$ cat src/rtl/delay_pkg.sv
// ============================================================================
// Module   : delay_pkg
// Brief    : Shared width helpers and parameter-legality constants for the
//            delay_credit_buffer block.
// Revision : 1.0
// ============================================================================
`default_nettype none

package delay_pkg;

  localparam int c_min_depth   = 2;
  localparam int c_min_latency = 1;

  // Occupancy and credit counters must represent 0..depth inclusive.
  function automatic int cnt_width(input int d);
    return $clog2(d + 1);
  endfunction

  function automatic int ptr_width(input int d);
    return (d > 1) ? $clog2(d) : 1;
  endfunction

  function automatic bit is_pow2(input int d);
    return (d > 0) && ((d & (d - 1)) == 0);
  endfunction

endpackage

`default_nettype wire

$ cat src/rtl/delay_credit_fifo_mem.sv
// ============================================================================
// Module   : delay_credit_fifo_mem
// Brief    : depth x num_bits register storage, one write port and one
//            registered read port with write-through to the read register.
// Revision : 1.0
// ============================================================================
`default_nettype none

module delay_credit_fifo_mem
  import delay_pkg::*;
#(
  parameter int num_bits = 8,
  parameter int depth    = 8
) (
  input  logic                         clk,
  input  logic                         reset,
  input  logic                         wr_en,
  input  logic [ptr_width(depth)-1:0]  wr_addr,
  input  logic [num_bits-1:0]          wr_data,
  input  logic                         rd_en,
  input  logic [ptr_width(depth)-1:0]  rd_addr,
  output logic [num_bits-1:0]          rd_data
);

  logic [num_bits-1:0] r_mem [depth];
  logic [num_bits-1:0] r_rd_data;

  always_ff @(posedge clk) begin
    if (!reset) begin
      for (int i = 0; i < depth; i++) begin
        r_mem[i] <= '0;
      end
    end else if (wr_en) begin
      r_mem[wr_addr] <= wr_data;
    end
  end

  // Forward the write when it targets the entry becoming the head, so a word
  // pushed into an empty FIFO is visible one cycle later.
  always_ff @(posedge clk) begin
    if (!reset) begin
      r_rd_data <= '0;
    end else if (rd_en) begin
      r_rd_data <= (wr_en && (wr_addr == rd_addr)) ? wr_data : r_mem[rd_addr];
    end
  end

  assign rd_data = r_rd_data;

endmodule

`default_nettype wire

$ cat src/rtl/delay_credit_buffer.sv
// ============================================================================
// Module   : delay_credit_buffer
// Brief    : Credit-managed elastic FIFO behind a non-stallable delay line.
//            Optional macro DELAY_CREDIT_BUFFER_BYPASS_EN enables an
//            empty-FIFO combinational bypass from in_data to out_data.
// Revision : 1.0
// ============================================================================
`default_nettype none

module delay_credit_buffer
  import delay_pkg::*;
#(
  parameter int num_bits = 8,
  parameter int latency  = 4,
  parameter int depth    = 8
) (
  input  logic                         clk,
  input  logic                         reset,
  input  logic                         issue_valid,
  output logic                         issue_ready,
  input  logic                         in_valid,
  input  logic [num_bits-1:0]          in_data,
  output logic                         out_valid,
  input  logic                         out_ready,
  output logic [num_bits-1:0]          out_data,
  output logic [cnt_width(depth)-1:0]  count,
  output logic                         err_overflow
);

  localparam int  c_cw       = cnt_width(depth);
  localparam int  c_aw       = ptr_width(depth);
  localparam bit  c_cfg_ok   = is_pow2(depth) && (depth >= c_min_depth) &&
                               (latency >= c_min_latency);
  localparam logic [c_cw-1:0] c_depth_cnt = c_cw'(depth);

  generate
    if (!c_cfg_ok) begin : g_param_check
      $error("delay_credit_buffer: depth must be a power of two >= 2 and latency >= 1");
    end
  endgenerate

  logic [c_cw-1:0] r_credits;
  logic            r_issue_ready;
  logic [c_cw-1:0] r_count;
  logic [c_aw-1:0] r_wr_ptr;
  logic [c_aw-1:0] r_rd_ptr;
  logic            r_err;

  logic            w_issue_fire;
  logic            w_bypass;
  logic            w_empty;
  logic            w_full;
  logic            w_pop;
  logic            w_pop_fifo;
  logic            w_push;
  logic            w_overflow;
  logic [c_cw-1:0] w_credits_next;
  logic [c_cw-1:0] w_count_next;
  logic [c_aw-1:0] w_rd_ptr_next;
  logic [num_bits-1:0] w_rd_data;

  assign w_issue_fire = issue_valid & r_issue_ready;
  assign w_empty      = (r_count == '0);
  assign w_full       = (r_count == c_depth_cnt);

`ifdef DELAY_CREDIT_BUFFER_BYPASS_EN
  assign w_bypass = in_valid & w_empty & out_ready;
`else
  assign w_bypass = 1'b0;
`endif

  assign out_valid  = ~w_empty | w_bypass;
  assign w_pop      = out_valid & out_ready;
  assign w_pop_fifo = w_pop & ~w_bypass;
  // A full FIFO still accepts an arrival when the head leaves the same cycle.
  assign w_push     = in_valid & ~w_bypass & ~(w_full & ~w_pop_fifo);
  assign w_overflow = in_valid & w_full & ~w_pop_fifo;

  // Bypassed words return their credit too, since they never occupy a slot.
  assign w_credits_next = r_credits
                        - {{(c_cw-1){1'b0}}, w_issue_fire}
                        + {{(c_cw-1){1'b0}}, w_pop};

  always_comb begin
    w_count_next = r_count;
    case ({w_push, w_pop_fifo})
      2'b10:   w_count_next = r_count + 1'b1;
      2'b01:   w_count_next = r_count - 1'b1;
      default: w_count_next = r_count;
    endcase
  end

  assign w_rd_ptr_next = r_rd_ptr + {{(c_aw-1){1'b0}}, w_pop_fifo};

  always_ff @(posedge clk) begin
    if (!reset) begin
      r_credits     <= c_depth_cnt;
      r_issue_ready <= 1'b1;
      r_count       <= '0;
      r_wr_ptr      <= '0;
      r_rd_ptr      <= '0;
      r_err         <= 1'b0;
    end else begin
      r_credits     <= w_credits_next;
      r_issue_ready <= (w_credits_next != '0);
      r_count       <= w_count_next;
      r_rd_ptr      <= w_rd_ptr_next;
      if (w_push) begin
        r_wr_ptr <= r_wr_ptr + 1'b1;
      end
      if (w_overflow) begin
        r_err <= 1'b1;
      end
    end
  end

  delay_credit_fifo_mem #(
    .num_bits (num_bits),
    .depth    (depth)
  ) u_mem (
    .clk     (clk),
    .reset   (reset),
    .wr_en   (w_push),
    .wr_addr (r_wr_ptr),
    .wr_data (in_data),
    .rd_en   (w_push | w_pop_fifo),
    .rd_addr (w_rd_ptr_next),
    .rd_data (w_rd_data)
  );

  assign issue_ready  = r_issue_ready;
  assign count        = r_count;
  assign err_overflow = r_err;
  assign out_data     = w_bypass ? in_data : w_rd_data;

endmodule

`default_nettype wire
$ cat config.mk
export PLATFORM = sky130hd
export DESIGN_NAME = delay_credit_buffer
export DESIGN_NICKNAME = d
export VERILOG_FILES = /design/src/rtl/delay_pkg.sv /design/src/rtl/delay_credit_fifo_mem.sv /design/src/rtl/delay_credit_buffer.sv
export SDC_FILE = /design/constraint.sdc
export NUM_CORES = 1
export LEC_CHECK = 0
export CAP_MARGIN = 30
export CELL_PAD_IN_SITES_DETAIL_PLACEMENT = 1
export CELL_PAD_IN_SITES_GLOBAL_PLACEMENT = 2
export CORE_MARGIN = 2
export CORE_UTILIZATION = 45
export CTS_CLUSTER_DIAMETER = 80
export DETAILED_ROUTE_END_ITERATION = 10
export PLACE_DENSITY = 0.84
export SLEW_MARGIN = 10
export SYNTH_ARGS = -nofsm -noshare
export SYNTH_HDL_FRONTEND = slang
export SYNTH_SLANG_ARGS = --single-unit
export TNS_END_PERCENT = 5
$ cat constraint.sdc
create_clock -name clk -period 4.7 [get_ports clk]
set_input_delay 0.94 -clock clk [delete_from_list [all_inputs] [get_ports clk]]
set_output_delay 0.94 -clock clk [all_outputs]
set_load 0.1 [all_outputs]
# Word level (Yosys, flattened, before mapping)
# Memories as Yosys holds them, arrays and structs flattened. A register that Yosys moved wholly into a read port is not among the register bits.
# Cells that the tools add are included.
word_totals:
  ramBits: 64
  regBits: 16
  mem_count: 1
mem_list:
  columns: ["memory", "depth", "width", "read_ports", "rd_ports_with_merged_regs", "write_ports", "line_no", "text"]
  rows:
  - ["u_mem.r_mem", 8, 8, 1, 1, 8, "delay_credit_fifo_mem.sv:25", "logic [num_bits-1:0] r_mem [depth];"]
op_classes:
  bitwise: 10
  n_eq_ne: 3
  n_reduce_logical: 5
  mux: 8
  n_addsub: 6
ops:
  columns: ["cell", "n"]
  rows:
  - ["8-bit two-way mux", 1]
  - ["4-bit case mux with 2 select lines", 1]
  - ["8-bit OR reduction", 1]
  - ["1-bit bitwise AND", 6]
  - ["1-bit two-way mux", 5]
  - ["4-bit by 1-bit adder with 4-bit output", 1]
  - ["4-bit by 1-bit adder with 4-bit output, second input constant", 1]
  - ["4-bit equality test, second input constant", 1]
  - ["4-bit logical NOT", 1]
  - ["4-bit nonzero test", 1]
  - ["4-bit by 1-bit subtractor with 4-bit output", 1]
  - ["4-bit by 1-bit subtractor with 4-bit output, second input constant", 1]
  - ["3-bit by 1-bit adder with 3-bit output", 1]
  - ["3-bit by 1-bit adder with 3-bit output, second input constant", 1]
  - ["3-bit two-way mux", 1]
  - ["1-bit inverter", 3]
  - ["2-bit by 1-bit equality test with 1-bit output, second input constant", 1]
  - ["2-bit equality test, second input constant", 1]
  - ["2-bit nonzero test", 1]
  - ["1-bit logical NOT", 1]
  - ["1-bit bitwise OR", 1]

# Logic depth before layout (Yosys ltp)
# Gate-level depths: netlist of run 1.
depth:
  depth_word: 12
  depth_mapped: 12
  ltp_nobuf: 12

# Hierarchy
# From an unflattened synthesis of run 1, not the netlist that was laid out.
hier_totals:
  cells_unflattened: 316
  hier_area_um2: 4155.2
modules_own_cells:
  columns: ["module", "area_per_inst_um2", "n_inst", "seq_area_each_um2", "cells_per_inst"]
  rows:
  - ["delay_credit_fifo_mem", 3275.6, 1, 2082.0, 227]
  - ["delay_credit_buffer", 879.6, 1, 320.3, 89]

# Worst setup path after synthesis of run 1
# OpenSTA, ideal clock, no wires.
synth_timing:
  path_type: "register to register"
  start: "register r_count[0] (netlist: count[0])"
  end: "register r_issue_ready (netlist: issue_ready)"
  setup_slack_ns: 0.913
  arrival_time_ns: 3.645
  t_required_ns: 4.558
  setup_time_ns: 0.142
  path_buffers: 0
  path_stages_with_launch: 13
  synth_period_minus_slack_ns: 3.787
  path_cell_list: "dfxtp_1 > or3_1 > or2_2 > and2_1 > inv_1 > ha_1 > inv_1 > ha_1 > a21o_1 > a21oi_1 > xnor2_1 > nand2_1 > or4b_2"
synth_via:
  elab_chain_cells: 5
synth_rtl:
  columns: ["element", "line_no", "text"]
  rows:
  - ["from (decl)", "delay_credit_buffer.sv:44", "logic [c_cw-1:0] r_count;"]
  - ["from (signal assigned)", "delay_credit_buffer.sv:106", "r_count <= w_count_next;"]
  - ["4-bit logical NOT", "delay_credit_buffer.sv:63", "assign w_empty = (r_count == '0);"]
  - ["1-bit inverter", "delay_credit_buffer.sv:72", "assign out_valid = ~w_empty | w_bypass;"]
  - ["net out_valid", "delay_credit_buffer.sv:23", "output logic out_valid,"]
  - ["1-bit bitwise AND", "delay_credit_buffer.sv:73", "assign w_pop = out_valid & out_ready;"]
  - ["4-bit by 1-bit adder with 4-bit output", "delay_credit_buffer.sv:82", "+ {{(c_cw-1){1'b0}}, w_pop};"]
  - ["4-bit nonzero test", "delay_credit_buffer.sv:105", "r_issue_ready <= (w_credits_next != '0);"]
  - ["to (signal assigned)", "delay_credit_buffer.sv:105", null]
  - ["to (decl)", "delay_credit_buffer.sv:43", "logic r_issue_ready;"]
# The timed path passes the listed nets, and every way through them passes these cells.
# A chain may end at the register's enable or synchronous reset.

# Worst setup path in the final report of run 1
layout_timing:
  start: "register r_count[0] (netlist: count[0])"
  end: "output port out_valid"
layout_via:
  elab_chain_cells: 2
layout_rtl:
  columns: ["element", "line_no"]
  rows:
  - ["4-bit logical NOT", "delay_credit_buffer.sv:63"]
  - ["1-bit inverter", "delay_credit_buffer.sv:72"]
  - ["to (decl)", "delay_credit_buffer.sv:23"]
# Every way passes these cells.

==> results.yml, run 1 <==
logic_synthesis:
  synth_ff_type: "edfxtp_1"
  synth_cells: 315
  synth-edff-count: 64
  synth.area.top_cells: "edfxtp_1 46%, dfxtp_1 11%, mux4_2 8.6%"
  yosys_warnings: 0
  syn_avg_cell_area_um2: 13.3
  ys_async_sr_fraction_pct: 0
  synth.most_common_cell: "edfxtp_1"
  synth_top_cell_by_area: "edfxtp_1"
  ys_seq_elements: 88
  synth.top_cell.area_share_pct: 45.8
  synth.net_count: 341
  yosysUniqueCellTypes: 42
  synth_seq_area_share_pct: 57.2
  yosys-top-cells-count: "64 x edfxtp_1, 32 x nor4_1, 29 x and2_1"
  syn_area_mm2: 0.00420
critical_path:
  critPathMaxFanout: 5
  arrival_ps: 2430
  cp_cell_sequence: "or3_1 -> or2_2 -> clkdlybuf4s50_1"
  endpoint_kind: "output pin"
  required_ps: 3760
  startpoint_type: "flop"
  cpLargestDelayFamily: "buffers and inverters"
  slowest_stage: "clkdlybuf4s50_1"
  max_stage_delay_ps: 970
  crit_buf_inv: 1
  worstSetupPathType: "flop to output pin"
pwr:
  p_comb_share_pct: 44.9
  power.internal_mw: 1.59
  power_density_mw_per_mm2: 573
  swShare_pct: 42.0
  p_leak_nw: 1.65
  ir_drop_mv: 0.527
  p_clk_share_pct: 18.7
  p_seq_share_pct: 36.4
  switching_power_mw: 1.15
placed_design:
  portBuffers: 27
  dp_slack_ps: 1180
  dp.final_hpwl_mm: 6.58
  gp_congestion: 0.723
  placed_area_mm2: 0.00458
layout:
  area_growth_pct: 13.7
  post-route-util_pct: 52.1
  num_antenna_cells: 0
  layout-drive-gt1-share_pct: 15.8
  nets: 369
  final_cell_area_mm2: 0.00477
  n_fill_cell: 933
clocking:
  cts_resized: 0
  clkSinkCount: 88
  cts_made_buffers: 9
  insertion_delay_ps: 370
  postCtsSetupBuffers: 0
  root_buffer: "clkbuf_8"
  clk_pin_slew_ps: 90
  cts_tree: "yes"
  htreeDepth: 3
  postCtsHoldBufs: 0
  clockBufferDepth: 2
global_routing:
  grt_overflow: 0
  grt_max_degree: 37
  grt_first_pass_wirelength_mm: 16.0
  grt_use_total_pct: 21.3
  grt_pass1_vias: 2904
  antenna_found_initial: 0
timing:
  final_max_slew_viol_count: 0
  finalHoldViolCount: 0
  worstMarginPinSlew_ps: 973
  rsz0062_at_grt: "false"
  fin_skew_ps: 10.8
  setup_viol: 0
  period_share_pct: 71.6
  slew_headroom_pct: 34.9
  setup_tns_ps: 0
  period_needed_ps: 3370
  holdWs_ps: 486
  setup_ws_ps: 1330
  fmax_mhz: 297
floorplan:
  dieArea_mm2: 0.0101
  initial_core_util_pct: 45.9
  ios: 28
  core_mm2: 0.00915
  rows: 35
  die_y_um: 101
  dieWidth_um: 101
status:
  outcome: "finished, final reports clean"
route:
  routed_wl_mm: 9.84
  drc: 0
  antenna_left: 0
  drt_iter0_markers: 118
  wl_per_cell_um: 21.4
  dr.pass1.iters: 4
  vias_per_cell: 5.87
  vias: 2694
worst_hold_path:
  hold_path_class: "flop to flop"
flow_run:
  drv_cap: 0
-- area by class of cell --
class | instances | area (um^2) | area share [%]
clock inverter | 6 | 51.3 | 1.08
multi-input combinational | 186 | 1600 | 33.6
sequential | 88 | 2400 | 50.4
tap | 111 | 139 | 2.91
clock buffer | 10 | 138 | 2.88
timing repair buffer | 39 | 360 | 7.55
inverter | 19 | 76.3 | 1.60
-- path summary, 6_finish.rpt --
check	start	end	slack, ps	cells after the start
max	count[0]	out_valid	1330	3
min	u_mem.rd_data[7]	u_mem.rd_data[7]	490	2
max reg2reg	count[0]	issue_ready	1500	12
min reg2reg	u_mem.rd_data[7]	u_mem.rd_data[7]	490	2
-- logic make-up (layout without fill, tap and decap cells) --
kind of cell | count (synthesis) | in the layout | share of synthesized area, %
AOI/OAI and AO/OA | 26 | 26 | 4.62
xor gates and xnor gates | 12 | 12 | 3.01
adders and majority gates | 13 | 13 | 4.23
buffers and inverters | 41 | 74 | 4.56
DFF | 88 | 88 | 57.2
muxes | 24 | 24 | 10.5
and+or+nand+nor | 111 | 111 | 15.9
-- cells in the final DEF, fill, tap and decap left out, types with 3 or more instances in the layout --
master           count
o21ai_0              5
clkinvlp_4           3
dfxtp_1             24
xnor2_1              8
mux4_2              16
edfxtp_1            64
nand2_1             16
inv_1               18
nor4_1              32
o31ai_1              4
nand2b_1             3
clkbuf_8            10
and2_1              29
nor3_1              17
o221ai_1             8
mux2i_1              8
ha_1                11
buf_4               12
clkdlybuf4s50_1     27
-- power by group through the flow --
stage	registers, mW	clock network (mW)	logic, mW
3_3_place_gp	1.01	0	1.22
4_1_cts	0.997	0.516	1.25
2_1_floorplan	1.29	0	0.683
6_report	0.995	0.511	1.23
5_1_grt	1.01	0.548	1.32
3_5_place_dp	1.01	0	1.25
-- per-layer routing --
| metal | wire length, um | up-vias | global-route usage [%] | part of all wire (%) |
|---|---|---|---|---|
| li1 | - | 1245 | - | - |
| met1 | 4440 | 1364 | 29.0 | 45 |
| met5 | 0 | - | 0 | 0 |
| met4 | 234 | 0 | 8.54 | 2.4 |
| met2 | 4770 | 68 | 33.7 | 48 |
| met3 | 392 | 17 | 4.16 | 4.0 |
-- registers in the layout, summed over array words and instances, names as in the netlist --
signal	flops
count	4
r_rd_ptr	3
issue_ready	1
r_credits	4
u_mem.r_mem	64
u_mem.rd_data	8
r_wr_ptr	3
err_overflow	1
-- worst min-delay path, delay by kind of cell, from the launching register on --
family             cells  cell delay [ps]
DFF                    1              340
AOI/OAI and AO/OA      1               60
and+or+nand+nor        1               50
-- metrics by stage --
stage | cells | power [mW]
final | 459 | 2.73
after detailed placement | 443 | 2.26
after CTS | 459 | 2.76
after global placement | 443 | 2.23
after global routing | 459 | 2.87
after floorplan | 315 | 1.97
(Power assumes the default switching activity.)
==> run 2: changes to the inputs <==
--- a/config.mk
+++ b/config.mk
@@ -9,10 +9,10 @@
 export CELL_PAD_IN_SITES_DETAIL_PLACEMENT = 1
 export CELL_PAD_IN_SITES_GLOBAL_PLACEMENT = 2
 export CORE_MARGIN = 2
-export CORE_UTILIZATION = 45
+export CORE_UTILIZATION = 37
 export CTS_CLUSTER_DIAMETER = 80
 export DETAILED_ROUTE_END_ITERATION = 10
-export PLACE_DENSITY = 0.84
+export PLACE_DENSITY = 0.74
 export SLEW_MARGIN = 10
 export SYNTH_ARGS = -nofsm -noshare
 export SYNTH_HDL_FRONTEND = slang
==> constraint.sdc (replaced) <==
create_clock -name clk -period 2.85 [get_ports clk]
set_input_delay 0.57 -clock clk [delete_from_list [all_inputs] [get_ports clk]]
set_output_delay 0.57 -clock clk [all_outputs]
set_load 0.1 [all_outputs]
==> run 2 against run 1 <==
Against the previous run: sequential power rose by 67%; worst setup slack lost 1200 ps; sequential share of layout area decreased by 2.9 points; register-to-register slack got worse by 1400 ps; total power rose by 88%; non-clock buffer count is 14 higher; clock power grew 150%; wire length rose by 3.5%; combinational power grew 80%; hold slack lost 14 ps; clock skew is 0.97 ps lower.
==> results.yml, run 2 (synthesis gave the netlist of run 1 again) <==
pwr:
  p_leak_nw: 1.81
  ir_drop_mv: 0.833
  power_density_mw_per_mm2: 1010
  p_total_mw: 5.14
clocking:
  root_buffer: "clkbuf_16"
  clockBufferDepth: 2
  clk_pin_slew_ps: 60
  insertion_delay_ps: 340
  postCtsHoldBufs: 0
  cts_tree: "yes"
  cts_made_buffers: 9
  htreeDepth: 3
  clkSinkCount: 88
layout:
  final_cell_mix: "64 x edfxtp_1, 39 x buf_4, 32 x nor4_1"
  largest-register: "u_mem.r_mem"
  final-instance-count-excl-fill: 501
  layout-drive-gt1-share_pct: 26.6
  n_fill_cell: 1149
  final_common_cell: "edfxtp_1"
  nets: 383
  num_antenna_cells: 0
  final_cell_area_mm2: 0.00509
  area_growth_pct: 21.3
  largest_reg_flops: 64
  post-route-util_pct: 46.6
  multi_input_area_mm2: 0.00166
  layout.area.seq_mm2: 0.00241
critical_path:
  regToRegSetupSlack_ps: 140
  max_stage_delay_ps: 380
  crit_buf_inv: 0
  worstSetupPathType: "flop to flop"
  arrival_ps: 2910
  critPathMaxFanout: 8
  cpMostUsedCell: "ha_1"
  cpLargestDelayFamily: "simple AND/OR/NAND/NOR gates"
  cp_cell_sequence: "or3_4 -> or2_4 -> and2_4 -> ha_1 -> ha_1 -> xnor3_1 -> nand4_1 -> o21ai_2 -> o221ai_1"
  slowest_stage: "or3_4"
  required_ps: 3050
  endpoint_kind: "flop"
  startpoint_type: "flop"
route:
  drc: 0
  vias: 2720
  antenna_left: 0
  wl_per_cell_um: 20.3
  drt_iter0_markers: 126
  vias_per_cell: 5.43
  routed_wl_mm: 10.2
  dr.pass1.iters: 5
status:
  outcome: "finished, final reports clean"
placed_design:
  dp.final_hpwl_mm: 6.95
  portBuffers: 27
  gp_congestion: 0.722
  dp.cells: 484
  dp_slack_ps: -22.9
  placed_area_mm2: 0.00475
global_routing:
  grt_use_total_pct: 17.8
  grt_pass1_vias: 2936
  grt_max_degree: 30
  grt_overflow: 0
  antenna_found_initial: 0
  grt_first_pass_wirelength_mm: 16.7
floorplan:
  core_mm2: 0.0109
  dieWidth_um: 111
  initial_core_util_pct: 38.4
  dieArea_mm2: 0.0122
  die_y_um: 111
  ios: 28
  rows: 38
timing:
  period_share_pct: 95.0
  period_needed_ps: 2710
  worstMarginPinSlew_ps: 787
  setup_ws_ps: 142
  setup_tns_ps: 0
  fmax_mhz: 369
  rsz0062_at_grt: "false"
  final_max_slew_viol_count: 0
  finalHoldViolCount: 0
  slew_headroom_pct: 47.5
  holdWs_ps: 472
  fin_skew_ps: 9.86
  setup_viol: 0
flow_run:
  drv_cap: 0
worst_hold_path:
  hold_path_class: "flop to flop"
-- run 2: layer usage --
| layer | global-route usage [%] | vias up | part of all wire (%) |
|---|---|---|---|
| met5 | 0 | - | 0 |
| met1 | 23.8 | 1381 | 46 |
| li1 | - | 1269 | - |
| met4 | 6.83 | 0 | 2.0 |
| met3 | 2.85 | 16 | 3.3 |
| met2 | 29.0 | 54 | 49 |
-- run 2: worst paths after layout --
path                                    from               end  cells past startpoint
worst max-delay path                count[0]  u_mem.rd_data[4]                      9
worst max register to register      count[0]  u_mem.rd_data[4]                      9
worst min-delay path            err_overflow      err_overflow                      1
worst min register to register  err_overflow      err_overflow                      1
-- run 2: timing repair --
action / in CTS / in global routing
buffers inserted: 0 / 2
resized for setup: 0 / 3
endpoints found under the setup margin: 0 / 1
-- run 2: where the power goes --
part           leakage, nW  switching (mW)  internal, mW
Sequential           0.863           0.121          1.54
Clock                0.149           0.503         0.760
Combinational        0.800            1.34         0.871
-- run 2: area by class of cell --
cell class              count  area share (%)
well taps                 140            3.44
clock inverters             6            1.67
multi-input cells         186            32.6
repair buffers             53            8.89
clock buffers               9            4.42
flip-flops and latches     88            47.4
inverters                  19            1.55
